$ cat src/rtl/cache_ctrl.sv
// Miss sequencer for a 2-way write-back data cache. Hits pass straight to the cache.
// A miss refills the line from memory, commits it in one cycle, then writes back any dirty victim.
module cache_ctrl #(
   parameter int DATA_WIDTH = 32,
   parameter int LINE_WIDTH = 128
) (
   input  logic                  clk,
   input  logic                  rst,
   input  logic                  cpu_rd_en,
   input  logic                  cpu_wr_en,
   input  logic [DATA_WIDTH-1:0] cpu_addr,
   input  logic                  hit,
   input  logic                  wb_valid,
   input  logic [DATA_WIDTH-1:0] wb_addr,
   input  logic [LINE_WIDTH-1:0] wb_data,
   output logic                  cache_rd_en,
   output logic                  cache_wr_en,
   output logic [LINE_WIDTH-1:0] fetch_data,
   output logic                  fetch_enable,
   output logic                  stall,
   output logic                  mem_req,
   output logic                  mem_we,
   output logic [DATA_WIDTH-1:0] mem_addr,
   output logic [LINE_WIDTH-1:0] mem_wdata,
   input  logic                  mem_ready,
   input  logic [LINE_WIDTH-1:0] mem_rdata,
   output logic [DATA_WIDTH-1:0] hit_count,
   output logic [DATA_WIDTH-1:0] miss_count
);

   typedef enum logic [2:0] {
      IDLE,
      REFILL,
      COMMIT,
      POST,
      WRITEBACK
   } state_t;

   state_t                state_q, state_d;
   logic                  mem_req_q, mem_req_d;
   logic                  mem_we_q, mem_we_d;
   logic [DATA_WIDTH-1:0] mem_addr_q, mem_addr_d;
   logic [LINE_WIDTH-1:0] mem_wdata_q, mem_wdata_d;
   logic [LINE_WIDTH-1:0] refill_q, refill_d;
   logic [DATA_WIDTH-1:0] hit_cnt_q, hit_cnt_d;
   logic [DATA_WIDTH-1:0] miss_cnt_q, miss_cnt_d;
   logic                  acc;
   logic                  unused_offset_bits;

   assign acc = cpu_rd_en | cpu_wr_en;
   // Memory works on whole lines, so the byte offset of either address never matters.
   assign unused_offset_bits = ^{cpu_addr[3:0], wb_addr[3:0]};

   always_ff @(posedge clk) begin
      if (rst) begin
         state_q     <= IDLE;
         mem_req_q   <= 1'b0;
         mem_we_q    <= 1'b0;
         mem_addr_q  <= '0;
         mem_wdata_q <= '0;
         refill_q    <= '0;
         hit_cnt_q   <= '0;
         miss_cnt_q  <= '0;
      end else begin
         state_q     <= state_d;
         mem_req_q   <= mem_req_d;
         mem_we_q    <= mem_we_d;
         mem_addr_q  <= mem_addr_d;
         mem_wdata_q <= mem_wdata_d;
         refill_q    <= refill_d;
         hit_cnt_q   <= hit_cnt_d;
         miss_cnt_q  <= miss_cnt_d;
      end
   end

   always_comb begin
      state_d      = state_q;
      mem_req_d    = mem_req_q;
      mem_we_d     = mem_we_q;
      mem_addr_d   = mem_addr_q;
      mem_wdata_d  = mem_wdata_q;
      refill_d     = refill_q;
      hit_cnt_d    = hit_cnt_q;
      miss_cnt_d   = miss_cnt_q;
      cache_rd_en  = 1'b0;
      cache_wr_en  = 1'b0;
      fetch_enable = 1'b0;
      stall        = 1'b0;

      case (state_q)
         IDLE: begin
            if (acc) begin
               if (hit) begin
                  cache_rd_en = cpu_rd_en & ~cpu_wr_en;
                  cache_wr_en = cpu_wr_en;
                  hit_cnt_d   = hit_cnt_q + DATA_WIDTH'(1);
               end else begin
                  stall      = 1'b1;
                  miss_cnt_d = miss_cnt_q + DATA_WIDTH'(1);
                  mem_req_d  = 1'b1;
                  mem_we_d   = 1'b0;
                  mem_addr_d = {cpu_addr[DATA_WIDTH-1:4], 4'b0000};
                  state_d    = REFILL;
               end
            end
         end
         REFILL: begin
            stall = 1'b1;
            if (mem_req_q && mem_ready) begin
               refill_d  = mem_rdata;
               mem_req_d = 1'b0;
               state_d   = COMMIT;
            end
         end
         COMMIT: begin
            // The cache installs fetch_data and completes the pending access in this cycle.
            fetch_enable = 1'b1;
            cache_rd_en  = cpu_rd_en & ~cpu_wr_en;
            cache_wr_en  = cpu_wr_en;
            state_d      = POST;
         end
         POST: begin
            stall = acc;
            if (wb_valid) begin
               mem_addr_d  = {wb_addr[DATA_WIDTH-1:4], 4'b0000};
               mem_wdata_d = wb_data;
               mem_req_d   = 1'b1;
               mem_we_d    = 1'b1;
               state_d     = WRITEBACK;
            end else begin
               state_d = IDLE;
            end
         end
         WRITEBACK: begin
            stall = acc;
            if (mem_req_q && mem_ready) begin
               mem_req_d = 1'b0;
               mem_we_d  = 1'b0;
               state_d   = IDLE;
            end
         end
         default: state_d = IDLE;
      endcase
   end

   assign fetch_data = refill_q;
   assign mem_req    = mem_req_q;
   assign mem_we     = mem_we_q;
   assign mem_addr   = mem_addr_q;
   assign mem_wdata  = mem_wdata_q;
   assign hit_count  = hit_cnt_q;
   assign miss_count = miss_cnt_q;

endmodule

$ cat config.mk
export PLATFORM = sky130hd
export DESIGN_NAME = cache_ctrl
export DESIGN_NICKNAME = d
export VERILOG_FILES = /design/src/rtl/cache_ctrl.sv
export SDC_FILE = /design/constraint.sdc
export NUM_CORES = 1
export LEC_CHECK = 0
export BUFFER_PORTS_ARGS = -buffer_cell sky130_fd_sc_hd__buf_2
export CORE_AREA = 2 2 269 271
export CTS_CLUSTER_SIZE = 10
export DETAILED_ROUTE_END_ITERATION = 7
export DIE_AREA = 0 0 271 273
export HOLD_SLACK_MARGIN = 0.15
export PLACE_DENSITY = 0.37
export SLEW_MARGIN = 20
export SYNTH_ARGS = -nofsm -noshare
export SYNTH_HDL_FRONTEND = slang
export SYNTH_SLANG_ARGS = --single-unit
$ cat constraint.sdc
create_clock -name clk -period 5.65 [get_ports clk]
set_input_delay 0.2825 -clock clk [delete_from_list [all_inputs] [get_ports clk]]
set_output_delay 0.2825 -clock clk [all_outputs]
set_load 0.02 [all_outputs]
==> results.py <==
metrics = {
    "layout": {
        "drive_above_1_share_pct": 29.12,
        "syn_to_final_growth_pct": 66.77,
        "fin_nets": 2917,
        "mostFrequentLayoutCells": "buf_2 (671), nand2_1 (568), dfxtp_1 (353), dlygate4sd3_1 (313), a21oi_1 (265)",
        "final_util_pct": 30.91,
        "final_common_cell": "buf_2",
        "instances_no_fill": 3564,
    },
    "clocking": {
        "htreeDepth": 2,
        "postCtsSetupRepairBufs": 0,
        "cts_tree": "yes",
        "cts_sinks": 353,
        "clk_pin_slew_ns": 0.05,
        "cts_root_buf": "clkbuf_16",
        "clockBufferDepth": 3,
        "clk-insertion-delay-late_ns": 0.57,
        "cts_made_buffers": 46,
    },
    "synthesis": {
        "synth_top_area_share_pct": 53.71,
        "synth_cell_types": 40,
        "syn_area_um2": 13160,
        "yosysWarnings": 0,
        "synth_top_cell_by_area": "dfxtp_1",
        "seq_area_frac_synth_pct": 53.71,
        "synth_flop_cell": "dfxtp_1",
        "synth_cells": 1668,
        "synth-seq-cells": 353,
        "synth_edf_count": 0,
        "synth_area_leaders": "dfxtp_1 (54%), nand2_1 (16%), a21oi_1 (10%)",
        "avgSynthCellArea_um2": 7.888,
        "async_reset_ff_share_pct": 0,
    },
    "timing": {
        "grt_setup_unrepaired": "no",
        "setup_viol": 0,
        "hold_viol": 0,
        "finalSetupTns_ns": 0,
        "setup_ws_ns": 2.097,
        "slew_headroom_pct": 28.75,
        "period_share_pct": 62.88,
        "min_period_ns": 3.553,
        "drv_slew": 0,
        "fmax_mhz": 281.5,
        "skew_ns": 0.01039,
        "tightest_slew_ns": 1.069,
    },
    "worst_setup_path": {
        "worst_setup_path_end_kind": "flip-flop",
        "crit_path_end": "mem_addr[20]$_SDFFE_PP0P_",
        "worstSetupPathType": "reg2reg",
        "critPathLaunch": "state_q[0]$_SDFFE_PP0P_",
        "r2r-end": "mem_addr[20]$_SDFFE_PP0P_",
        "rr_worst_depth": 6,
        "start_kind": "flip-flop",
        "crit_arrival_ns": 4.07,
        "critPathMaxFanout": 70,
        "ff2ff_setup_slack_ns": 2.10,
        "worstReg2RegStart": "state_q[0]$_SDFFE_PP0P_",
        "required_ns": 6.17,
    },
    "floorplanning": {
        "core_um2": 71000,
        "fp.dieArea_um2": 73980,
        "placementRows": 98,
        "die_h_um": 273,
        "io_pins": 685,
        "die_width_um": 271,
        "start_util_pct": 18.53,
    },
    "pwr": {
        "seq_power_share_pct": 43.0,
        "p_int_mw": 4.498,
        "power_leakage_nw": 9.386,
        "powerDensity_nw_per_um2": 270.5,
        "p_clk_share_pct": 47.5,
        "finalPower_mw": 5.936,
        "switching_share_pct": 24.22,
        "p_switching_mw": 1.438,
        "p_comb_share_pct": 9.5,
        "ir_drop_v": 0.0002243,
    },
    "route": {
        "drc": 0,
        "firstDrtPassIters": 5,
        "drtIter0Drc": 703,
        "ant_nets": 0,
        "routed-via-count": 14790,
        "post_drt_wl_per_cell_um": 16.46,
        "detail_route.wirelength_um": 58650,
        "post_drt_via_cell_ratio": 4.150,
    },
    "flow_run": {
        "cap_viol_max_count": 0,
    },
    "min_path": {
        "min_path_type": "in2reg",
    },
    "placed_design": {
        "placed_cells": 3177,
        "pre_cts_ws_ns": 2.627,
        "hpwl_um": 41090,
        "gp_congestion": 0.8773,
        "portBuffers": 672,
    },
    "global_routing": {
        "grt_pass1_wl_um": 88060,
        "grt_max_degree": 187,
        "grt_overflow": 0,
        "gr-usage-all-layers_pct": 15.00,
        "grt_pass1_vias": 14850,
        "antenna_found_initial": 4,
    },
    "status": {
        "status": "finished clean",
    },
}
==> worst min-delay path by stage <==
stage | start | end | slack [ns] | depth (start not counted)
detailed placement | mem_wdata[23]$_SDFFE_PP0P_ | mem_wdata[23]$_SDFFE_PP0P_ | 0.44 | 2
CTS | rst | mem_wdata[36]$_SDFFE_PP0P_ | 0.15 | 2
global placement | mem_wdata[13]$_SDFFE_PP0P_ | mem_wdata[13]$_SDFFE_PP0P_ | 0.44 | 2
global route | rst | mem_wdata[47]$_SDFFE_PP0P_ | 0.16 | 2
finish | rst | mem_wdata[47]$_SDFFE_PP0P_ | 0.15 | 2
floorplan | mem_rdata[0] | fetch_data[0]$_SDFFE_PP0P_ | 0.42 | 2
==> repair_timing <==
action,in CTS,in global routing
hold buffers,313,0
endpoints found under the hold margin,288,0
gates resized for setup,0,0
==> power groups by stage <==
| stage | clock network (mW) | logic, mW | registers, mW |
|---|---|---|---|
| floorplan | 0 | 0.132 | 2.65 |
| global placement | 0 | 0.375 | 2.60 |
| detailed placement | 0 | 0.376 | 2.60 |
| CTS | 2.93 | 0.568 | 2.55 |
| global route | 3.03 | 0.611 | 2.55 |
| finish | 2.82 | 0.564 | 2.55 |
==> kinds of logic (layout without fill, tap and decap cells) <==
| kind of cell | after synthesis | count (layout) | share of synthesized area (%) |
|---|---|---|---|
| flops | 353 | 353 | 53.71 |
| mux | 3 | 3 | 0.2282 |
| xor+xnor | 56 | 56 | 3.728 |
| simple gates | 806 | 806 | 25.31 |
| other cells | 1 | 5 | 0.02850 |
| fa+ha+maj | 2 | 2 | 0.1902 |
| buf+inv | 140 | 1082 | 4.194 |
| compound gates | 307 | 307 | 12.61 |
==> stage by stage <==
stage	hold slack (ns)	instance area, µm²
detailed placement	0.4430	17380
global placement	0.4403	17380
global route	0.1633	21940
CTS	0.1500	21940
floorplan	0.4185	13170
finish	0.1486	21940
==> cells in the mapped netlist (4+ instances only) <==
cell	n
nand2_1	569
dfxtp_1	353
a21oi_1	265
clkbuf_1	118
nor2_1	97
nand3_1	51
xor2_1	32
a311oi_1	28
nand4_1	25
xnor2_1	24
nor4_1	15
nor3_1	13
inv_1	11
and3_1	7
o21ai_0	7
and4_1	6
and2_1	5
or3_1	5
buf_4	4
==> state kept, by name, indices dropped and copies added (netlist names) <==
name and count:
fetch_data 128, hit_count 32, mem_addr 28, mem_req 1, mem_wdata 128, mem_we 1, miss_count 32, state_q 3
==> cell type report <==
class | count | area (µm²)
Sequential cell | 353 | 7067
Inverter | 11 | 41.29
Antenna cell | 1 | 2.502
Clock inverter | 11 | 132.6
Timing Repair Buffer | 998 | 6616
Fill cell | 7652 | 49050
Tap cell | 950 | 1189
Clock buffer | 62 | 1291
Multi-Input combinational cell | 1178 | 5604
==> worst max-delay path, cell delays in order, from the launching register on <==
cell and delay [ns]:
dfxtp_1 0.49, nor2b_2 0.22, and3_4 0.81, or2_2 0.96
nor2_1 0.10, a311oi_1 0.30, dlygate4sd3_1 0.59
==> per-layer routing <==
| layer | vias up | part of all wire [%] | GRT usage, % |
|---|---|---|---|
| met5 | - | 0.073 | 0 |
| met4 | 6 | 3.9 | 6.368 |
| met3 | 118 | 6.6 | 3.866 |
| met2 | 516 | 48 | 25.54 |
| met1 | 6832 | 41 | 17.85 |
| li1 | 7317 | - | - |
No activity file was read; power rests on OpenSTA's default activity.
